**config.mk**
```make
export PLATFORM = sky130hd
export DESIGN_NAME = rr_mux_reg_flat
export DESIGN_NICKNAME = d
export VERILOG_FILES = /design/src/rtl/rr_mux_reg_if.sv /design/src/rtl/rr_mux_reg.sv /design/src/flat_wrapper.sv
export SDC_FILE = /design/constraint.sdc
export NUM_CORES = 1
export LEC_CHECK = 0
export ABC_AREA = 1
export BUFFER_PORTS_ARGS = -buffer_cell sky130_fd_sc_hd__buf_2
export CORE_MARGIN = 2
export CORE_UTILIZATION = 45
export DETAILED_ROUTE_END_ITERATION = 12
export GPL_TIMING_DRIVEN = 0
export PLACE_DENSITY = 0.82
export SYNTH_ARGS = -nofsm -noshare
export SYNTH_HDL_FRONTEND = slang
export SYNTH_SLANG_ARGS = --single-unit
```
**constraint.sdc**
```tcl
create_clock -name clk -period 4.1 [get_ports clk]
set_input_delay 0.82 -clock clk [delete_from_list [all_inputs] [get_ports clk]]
set_output_delay 0.82 -clock clk [all_outputs]
set_load 0.1 [all_outputs]
```
**src/rtl/rr_mux_reg_if.sv**
```systemverilog
// Handshake bundle for rr_mux_reg: N producer channels in, one registered consumer channel out.
// The slave modport is the mux side; the master modport is the producer/consumer side.
interface rr_mux_reg_if #(
  parameter int WIDTH = 8,
  parameter int N     = 4
);
  localparam int SELW = $clog2(N);

  logic [N*WIDTH-1:0] in_data;
  logic [N-1:0]       in_valid;
  logic [N-1:0]       in_ready;
  logic [WIDTH-1:0]   out_data;
  logic               out_valid;
  logic [SELW-1:0]    out_sel;
  logic               out_ready;

  modport slave (
    input  in_data, in_valid, out_ready,
    output in_ready, out_data, out_valid, out_sel
  );

  modport master (
    output in_data, in_valid, out_ready,
    input  in_ready, out_data, out_valid, out_sel
  );
endinterface

```
**src/rtl/rr_mux_reg.sv**
```systemverilog
// Registered N-to-1 mux with an internal fixed-priority or round-robin arbiter and a
// single full-throughput valid/ready output stage.
module rr_mux_reg #(
  parameter int WIDTH = 8,
  parameter int N     = 4,
  parameter bit RR    = 1'b1
) (
  input  logic        clk,
  input  logic        rst_n,
  rr_mux_reg_if.slave bus
);
  localparam int SELW = $clog2(N);
  localparam logic [SELW:0]   N_EXT = (SELW+1)'(N);
  localparam logic [SELW-1:0] LAST  = SELW'(N-1);

  logic [SELW-1:0]  ptr;
  logic [SELW-1:0]  ptr_nxt;
  logic [WIDTH-1:0] data_q;
  logic [SELW-1:0]  sel_q;
  logic             valid_q;

  logic [N-1:0]     grant;
  logic [SELW-1:0]  gidx;
  logic             any_valid;
  logic [SELW:0]    idx;
  logic [WIDTH-1:0] sel_data;
  logic             load;

  assign load = !valid_q || bus.out_ready;

  // Search starts at ptr and wraps modulo N; with RR=0 ptr stays 0 so this is lowest-index-wins.
  always_comb begin
    grant     = '0;
    gidx      = '0;
    any_valid = 1'b0;
    idx       = '0;
    for (int k = 0; k < N; k++) begin
      idx = {1'b0, ptr} + (SELW+1)'(k);
      if (idx >= N_EXT) idx = idx - N_EXT;
      if (!any_valid && bus.in_valid[idx[SELW-1:0]]) begin
        any_valid                = 1'b1;
        grant[idx[SELW-1:0]]     = 1'b1;
        gidx                     = idx[SELW-1:0];
      end
    end
  end

  always_comb begin
    sel_data = bus.in_data[int'(gidx)*WIDTH +: WIDTH];
    ptr_nxt  = (gidx == LAST) ? '0 : gidx + 1'b1;
  end

  // Reset gates in_ready so no producer sees an acceptance while the stage is held in reset.
  assign bus.in_ready  = (load && rst_n) ? grant : '0;
  assign bus.out_data  = data_q;
  assign bus.out_sel   = sel_q;
  assign bus.out_valid = valid_q;

  always_ff @(posedge clk or negedge rst_n) begin
    if (!rst_n) begin
      data_q  <= '0;
      sel_q   <= '0;
      valid_q <= 1'b0;
      ptr     <= '0;
    end else if (load) begin
      if (any_valid) begin
        data_q  <= sel_data;
        sel_q   <= gidx;
        valid_q <= 1'b1;
        if (RR) ptr <= ptr_nxt;
      end else begin
        valid_q <= 1'b0;
      end
    end
  end
endmodule

```
**src/flat_wrapper.sv**
```systemverilog
// flat-port wrapper written by rule: the top's interface ports become plain ports
module rr_mux_reg_flat 
#(
  parameter int WIDTH = 8,
  parameter int N     = 4,
  parameter bit RR    = 1'b1
)
  (clk, rst_n, bus_in_data, bus_in_valid, bus_out_ready, bus_in_ready, bus_out_data, bus_out_valid, bus_out_sel);
  rr_mux_reg_if #(.WIDTH(WIDTH), .N(N)) bus_i ();
  input  logic clk;
  input  logic rst_n;
  input wire logic [$bits(bus_i.in_data)-1:0] bus_in_data;
  input wire logic [$bits(bus_i.in_valid)-1:0] bus_in_valid;
  input wire logic [$bits(bus_i.out_ready)-1:0] bus_out_ready;
  output wire logic [$bits(bus_i.in_ready)-1:0] bus_in_ready;
  output wire logic [$bits(bus_i.out_data)-1:0] bus_out_data;
  output wire logic [$bits(bus_i.out_valid)-1:0] bus_out_valid;
  output wire logic [$bits(bus_i.out_sel)-1:0] bus_out_sel;
  assign bus_i.in_data = bus_in_data;
  assign bus_i.in_valid = bus_in_valid;
  assign bus_i.out_ready = bus_out_ready;
  assign bus_in_ready = bus_i.in_ready;
  assign bus_out_data = bus_i.out_data;
  assign bus_out_valid = bus_i.out_valid;
  assign bus_out_sel = bus_i.out_sel;
  rr_mux_reg #(.WIDTH(WIDTH), .N(N), .RR(RR)) u_core (.clk(clk), .rst_n(rst_n), .bus(bus_i));
endmodule
```
## Word level (Yosys, flattened, before mapping)

Cells that the tools add are included.

- Output and inout port bits: 15
- Word-level logic and storage cells: 78
- Flip-flop bits (word level): 13
- Bits of input ports: 39

- Muxes and demuxes: 35
- Reduce and logical (&&, ||, !) cells: 14
- Shift-type cells: 1
- Eq/ne operators: 1
- Bitwise operators: 3
- Add/subtract/negate cells: 8
- $lt $le $gt $ge: 12

Operators by type and width:

| cell | count |
|---|---|
| $shiftx 32x6->8 | 1 |
| $mux 4 | 5 |
| $mux 2 | 9 |
| $mux 1 | 13 |
| $lt 2x3->1 const B | 4 |
| $or 4x4->4 | 3 |
| $ge 3x3->1 const B | 3 |
| $bmux 1 s2 | 4 |
| $demux 1 s2 | 4 |
| $ge 2x1->1 const B | 4 |
| $logic_and 1x1->1 | 8 |
| $sub 2x1->2 const B | 4 |
| $add 2x2->3 const B | 2 |
| $logic_not 1->1 | 4 |
| $add 2x1->3 const B | 1 |
| $ge 2x3->1 const B | 1 |
| $add 2x1->2 const B | 1 |
| $eq 2x2->1 const B | 1 |
| $reduce_and 2->1 | 1 |
| $logic_or 1x1->1 | 1 |

## Depth between registers and ports, before layout

Gate-level depths: netlist of the first run.

- Depth in word-level cells: 16
- Depth in mapped cells: 16

## Worst setup path before layout of the first run

Ideal clock, no wire load.

- Path type: reg-to-output
- Start point: register u_core.ptr[0]
- End point: output bus_in_ready[3]
- Cell stages (with the launch flop): 14
- Path buffers: 0
- Required time: 3.280 ns
- Setup slack: 0.871 ns
- Arrival time: 2.409 ns
- Cells stage by stage: dfrtp_1 > inv_2 > ha_1 > inv_1 > nand3_2 > nand2_4 > nand2_1 > inv_1 > nand3_1 > o21ai_0 > a21oi_1 > o21ai_0 > nand2_1 > inv_1

- Word-level cells in the longest chain between the ends: 15
- Elaborated cells between the ends (all ways): 60
- Classes of those cells: add/sub: 7; order compare: 12; mux: 28; bitwise: 3; reduce/logical: 10

Ends and longest elaborated chain:

| what | RTL line | text |
|---|---|---|
| start, declared | rr_mux_reg.sv:16 | `logic [SELW-1:0] ptr;` |
| start signal, assigned | rr_mux_reg.sv:70 | `if (RR) ptr <= ptr_nxt;` |
| parallel branches: the longest is 13 deep, another holds $add 2x1->3 | -- |  |
| $mux 4 (*) | rr_mux_reg.sv:40 | `if (!any_valid && bus.in_valid[idx[SELW-1:0]]) begin` |
| $mux 4 (*) | rr_mux_reg.sv:54 | `assign bus.in_ready = (load && rst_n) ? grant : '0;` |
| end, declared | flat_wrapper.sv:15 | `output wire logic [$bits(bus_i.in_ready)-1:0] bus_in_ready;` |

Mark *: on every way between the ends. The select of a mux whose other input is x is not followed.

## Final worst setup path of the first run

Same ends and word-level chain as after synthesis.

==> qor.csv, run 1 <==
stage,metric,value,unit
timing,Final setup viols,0,
route,overall routed net length,3.37,mm
flow_run,MaxCap Viol Count,0,
cells_and_area,# fillers,332,
yosys,"Seq/Total Area, Yosys",22.7,%
critical_path,Critical Path Sink Type,output pin,
die,Ports,54,
global_route,initial antenna violation count,0,
timing,Slew @ Worst Pin,488,ps
yosys,Synth Register Bits,13,
cells_and_area,share of cells above drive strength 1,28.2,%
route,antenna-violating nets left,0,
clock_tree,"Clk Latency, worst-skew pair",280,ps
clock_tree,Post-CTS Hold Buffers,0,
clock_tree,CTS resizes,0,
yosys,Mapped Area,1440,µm²
global_route,vias in the first global route,1264,
die,Chip Height,60.5,µm
critical_path,worst path required time,3280,ps
route,post-route DRC violation count,0,
route,DRT Pass-1 Iters,4,
timing,Max Slew Vio Count,0,
clock_tree,CTS tree,yes,
cells_and_area,Area Overhead vs Synth,24.2,%
route,routed vias,1578,
hold_path,Worst Hold Class,primary input to asynchronous set/reset pin,
critical_path,"critical path, cell by cell",inv_2 -> ha_1 -> inv_1 -> nand3_2 -> nand2_4 -> nand2_1 -> inv_1 -> nand3_1 -> o21ai_0 -> a21oi_1 -> o21ai_0 -> nand2_1 -> inv_1 -> buf_2,
timing,Max Fclk,0.268,GHz
yosys,Synthesis Warnings,0,
critical_path,Max stage delay on crit path,570,ps
yosys,synthesized instance count,230,
clock_tree,Worst-path clk slew,80,ps
route,Wirelength per Cell,10.2,µm
die,num rows,20,
die,core area,3050,µm²
yosys,leading area contributor after synthesis,dfrtp_1,
yosys,Synth area leaders,"dfrtp_1 (23%), nand2_1 (18%), nand3_1 (13%)",
clock_tree,deepest clock path buffer count,2,
critical_path,CP bufs+invs,5,
die,die width,60.5,µm
run_status,status,"finished, final reports clean",
clock_tree,post-CTS setup buffers,0,
place,Detailed Place HPWL,2.71,mm
clock_tree,CTS sink cnt,13,
global_route,global-route wire length before repair,5.49,mm
timing,worst hold margin,409,ps
timing,RSZ-0062 raised after global routing,no,
global_route,total global routing overflow,0,
cells_and_area,"non-filler cells, final",331,
timing,post-layout minimum cycle time,3730,ps
timing,Final period util,91.0,%
cells_and_area,final net count,335,
critical_path,crit path launch type,flip-flop,
critical_path,Crit Path Max Fanout,11,
critical_path,CP Class,flip-flop to output pin,
route,vias per cell,4.77,
critical_path,crit-path most repeated cell,inv_1,
place,Inst Count DP,327,
route,initial drt markers,98,
clock_tree,clock buffer count from CTS,3,
yosys,syn nets,277,
cells_and_area,number of diodes,0,
yosys,"Distinct cells, synth",29,
timing,Relative slew margins,67.7,%
critical_path,Critical Path Start,u_core.ptr[0],
global_route,pin count of the biggest net entering global routing,15,
yosys,top cell type's share of synthesized area,22.7,%
place,GPL Wtd Cong,0.880,
critical_path,CP arrival,2910,ps
timing,final-report hold violation count,0,
timing,final setup TNS,0,ps
clock_tree,H-tree Lvls,1,
die,Initial Utilization,47.0,%
critical_path,family with the most delay on the worst path,buffers and inverters,
timing,Worst Clk Skew,8.68,ps
critical_path,reg2reg start,u_core.ptr[0],
yosys,Syn Area/Cell,6.24,µm²
clock_tree,Root Driver,clkbuf_4,
critical_path,"Max stage delay cell, worst path",dfrtp_1,
global_route,GRT Total Usage,19.1,%
place,Port Buf Inserts,53,
die,die area,3660,µm²
==> logic make-up (layout without fill, tap and decap cells) <==
| logic type | Yosys count | count (layout) | synth area share (%) |
|---|---|---|---|
| flops | 13 | 13 | 22.7 |
| simple gates | 132 | 132 | 45.2 |
| compound gates | 19 | 19 | 8.46 |
| buf+inv | 58 | 115 | 16.7 |
| fa+ha+maj | 8 | 8 | 6.97 |
==> synth_stat cells <==
master	n
nor2_1	7
nand3_2	4
o21ai_2	1
nand2_2	6
o21ai_0	6
nand3_1	37
a21oi_1	3
dfrtp_1	13
or2_1	1
inv_4	1
nand4_1	2
nand2_1	68
o22ai_1	1
clkinv_1	1
buf_6	2
buf_2	1
o221ai_1	1
nand2_4	3
ha_1	8
inv_1	48
buf_4	1
o211ai_1	2
nor2_4	3
o21a_1	1
inv_2	2
a22oi_1	2
nand3_4	1
a21boi_0	2
clkbuf_1	2
==> area by class of cell <==
class | count | area [µm²] | area share (%)
Buffer | 6 | 42.5 | 2.39
Clock buffer | 4 | 26.3 | 1.47
Inverter | 52 | 198 | 11.1
Multi-Input combinational cell | 159 | 870 | 48.8
Sequential cell | 13 | 325 | 18.3
Tap cell | 44 | 55.1 | 3.09
Timing Repair Buffer | 53 | 265 | 14.9
==> metrics by stage <==
stage	utilization (%)	worst slack, ps	cell area (µm²)
finish	58.4	371	1780
global route	58.4	86.9	1780
CTS	58.4	385	1780
detailed placement	57.5	705	1760
global placement	57.5	721	1760
floorplan	-	871	1440
==> registers in the layout, summed over array words and instances, names as in the netlist <==
register and count:
u_core.bus.out_sel 2, u_core.bus.out_valid 1, u_core.ptr 2, u_core.bus.out_data 8
==> placed cells by master, fill, tap and decap left out, drive strengths merged, types with 2 or more instances in the layout <==
master	Yosys	layout
nand2	77	77
buf	4	57
inv	51	51
nand3	42	42
dfrtp	13	13
nor2	10	10
ha	8	8
o21ai	7	7
clkbuf	2	6
a21oi	3	3
nand4	2	2
a21boi	2	2
a22oi	2	2
o211ai	2	2
==> layer usage <==
metal | part of all wire [%] | GRT usage (%) | routed length [µm]
met3 | 4.8 | 1.28 | 162
met5 | 0 | 0 | 0
met4 | 0.95 | 4.66 | 32
met1 | 47 | 29.9 | 1600
met2 | 47 | 28.6 | 1580
==> final timing paths <==
kind,end,slack [ps],depth (start not counted)
worst max-delay path,bus_in_ready[3],370,14
worst min-delay path,u_core.bus.out_valid,410,1
worst max register to register,u_core.ptr[1],1350,14
worst min register to register,u_core.bus.out_data[2],480,2
max in group asynchronous,u_core.bus.out_data[5],3460,1
min in group clk,u_core.bus.out_data[2],480,2
Power of run 1 is not shown: default switching activity piles up to over one toggle a cycle in this logic, so the estimate is an artifact.
==> inputs of run 2 (changes only) <==
Settings changed: CELL_PAD_IN_SITES_DETAIL_PLACEMENT set to 1, CELL_PAD_IN_SITES_GLOBAL_PLACEMENT set to 1, CORE_UTILIZATION 45 to 35, PLACE_DENSITY 0.82 to 0.92.
==> run 2 against run 1 <==
Compared with the run above:
- count of clock-buffer cells in the layout is the same
- sequential share of layout area is 0.27 points lower
- via count up 3.3%
- design area rose by 1.5%
- clock skew decreased by 6.2 ps
- sequential cell count unchanged
- routed wire length grew 24%
- register-to-register slack worse by 20 ps
- worst hold slack better by 49 ps
- worst setup slack worse by 8.1 ps
- first-iteration DRC count fell by 35%
- critical path type unchanged
- critical endpoint unchanged
- highest routed layer unchanged
==> qor.csv, run 2 (synthesis gave the netlist of run 1 again) <==
stage,metric,value,unit,change
run_status,status,"finished, final reports clean",,unchanged
die,Initial Utilization,36.1,%,was 47.0%
critical_path,Worst R2R End,u_core.ptr[1],,unchanged
cells_and_area,area of the multi-input gates,870,µm²,unchanged
clock_tree,CTS resizes,0,,unchanged
critical_path,Max stage delay on crit path,560,ps,was 570 ps
critical_path,Critical Path Sink Type,output pin,,unchanged
timing,Relative slew margins,67.0,%,was 67.7%
place,Port Buf Inserts,53,,unchanged
clock_tree,post-CTS setup buffers,0,,unchanged
clock_tree,CTS sink cnt,13,,unchanged
clock_tree,"Clk Latency, worst-skew pair",250,ps,was 280 ps
clock_tree,H-tree Lvls,1,,unchanged
clock_tree,clock buffer count from CTS,3,,unchanged
critical_path,reg2reg start,u_core.ptr[0],,unchanged
clock_tree,deepest clock path buffer count,2,,unchanged
cells_and_area,final net count,335,,unchanged
critical_path,Critical Path Start,u_core.ptr[0],,unchanged
global_route,vias in the first global route,1518,,was 1264
timing,Final setup viols,0,,unchanged
global_route,GRT Total Usage,19.1,%,about the same
route,DRT Pass-1 Iters,4,,unchanged
global_route,pin count of the biggest net entering global routing,15,,unchanged
clock_tree,CTS tree,yes,,unchanged
critical_path,crit-path most repeated cell,inv_1,,unchanged
timing,RSZ-0062 raised after global routing,no,,unchanged
global_route,total global routing overflow,0,,unchanged
timing,final setup TNS,0,ps,unchanged
cells_and_area,max reg flops,8,,unchanged
route,initial drt markers,64,,was 98
global_route,global-route wire length before repair,6.76,mm,was 5.49 mm
timing,Max Slew Vio Count,0,,unchanged
cells_and_area,number of diodes,0,,unchanged
timing,Worst Clk Skew,2.43,ps,was 8.68 ps
cells_and_area,Area Overhead vs Synth,26.0,%,was 24.2%
route,antenna-violating nets left,0,,unchanged
route,post-route DRC violation count,0,,unchanged
clock_tree,Post-CTS Hold Buffers,0,,unchanged
critical_path,CP arrival,2920,ps,was 2910 ps
critical_path,reg2reg path depth,14,,unchanged
route,vias per cell,4.84,,was 4.77
cells_and_area,share of cells above drive strength 1,28.2,%,unchanged
critical_path,worst path required time,3280,ps,about the same
die,die width,68.0,µm,was 60.5 µm
clock_tree,Root Driver,clkbuf_8,,was clkbuf_4
cells_and_area,"commonest cells after routing, fill and taps aside","nand2_1 (68), buf_2 (54), inv_1 (48)",,unchanged
critical_path,crit path launch type,flip-flop,,unchanged
cells_and_area,FF+latch area,325,µm²,unchanged
critical_path,Crit Path Max Fanout,11,,unchanged
die,Chip Height,68.0,µm,was 60.5 µm
die,num rows,23,,was 20
critical_path,"Max stage delay cell, worst path",dfrtp_1,,unchanged
timing,Final period util,91.1,%,was 91.0%
timing,Slew @ Worst Pin,498,ps,was 488 ps
place,GPL Wtd Cong,0.803,,was 0.880
critical_path,"critical path, cell by cell",inv_2 -> ha_1 -> inv_1 -> nand3_2 -> nand2_4 -> nand2_1 -> inv_1 -> nand3_1 -> o21ai_0 -> a21oi_1 -> o21ai_0 -> nand2_1 -> inv_1 -> buf_2,,unchanged
cells_and_area,design area,1810,µm²,was 1780 µm²
place,Detailed Place HPWL,3.42,mm,was 2.71 mm
route,routed vias,1630,,was 1578
route,overall routed net length,4.18,mm,was 3.37 mm
critical_path,Worst R2R Setup Slack,1330,ps,was 1350 ps
die,die area,4630,µm²,was 3660 µm²
clock_tree,Worst-path clk slew,50,ps,was 80 ps
route,Wirelength per Cell,12.4,µm,was 10.2 µm
flow_run,MaxCap Viol Count,0,,unchanged
place,"Cell Area, Placed",1760,µm²,about the same
hold_path,Worst Hold Class,primary input to asynchronous set/reset pin,,unchanged
cells_and_area,"most common cell after layout, fill and taps aside",nand2_1,,unchanged
timing,final-report hold violation count,0,,unchanged
critical_path,CP Class,flip-flop to output pin,,unchanged
die,Ports,54,,unchanged
timing,Max Fclk,0.268,GHz,about the same
timing,post-layout minimum cycle time,3740,ps,was 3730 ps
global_route,initial antenna violation count,0,,unchanged
die,core area,3970,µm²,was 3050 µm²
cells_and_area,# fillers,561,,was 332
-- run 2: layout make-up --
class / count / area share, %
buffer: 6 / 2.35
clock buffer: 4 / 2.49
inverter: 52 / 10.9
multi-input combinational: 159 / 48.1
sequential: 13 / 18.0
tap: 50 / 3.46
timing repair buffer: 53 / 14.7
-- run 2: worst max path at each step --
stage / to / depth (start not counted)
3_3_place_gp: bus_in_ready[3] / 14
2_1_floorplan: bus_in_ready[3] / 13
3_5_place_dp: bus_in_ready[3] / 14
6_report: bus_in_ready[3] / 14
5_1_grt: bus_in_ready[3] / 14
4_1_cts: bus_in_ready[3] / 14
-- run 2: critical path: cells and delay by family, from the launching register on --
kind,cells,cell delay (ps)
simple gates,5,480
buf+inv,5,890
compound gates,3,340
fa+ha+maj,1,400
flops,1,560
-- run 2: metrics by stage --
step / utilization, % / setup slack [ps] / instances / hold slack (ps)
finish: 45.5 / 363 / 337 / 458
global placement: 44.4 / 711 / 333 / 459
floorplan: - / 871 / 230 / 524
detailed placement: 44.4 / 640 / 333 / 472
global route: 45.5 / 123 / 337 / 463
CTS: 45.5 / 356 / 337 / 464
-- run 2: layer usage --
layer | up-vias | GRT usage (%) | wire [µm]
met3 | 5 | 0.493 | 116
li1 | 824 | - | -
met5 | - | 0 | 0
met4 | 0 | 6.75 | 63
met2 | 34 | 34.5 | 2180
met1 | 767 | 24.1 | 1820
Power of run 2 is left out for the same reason.
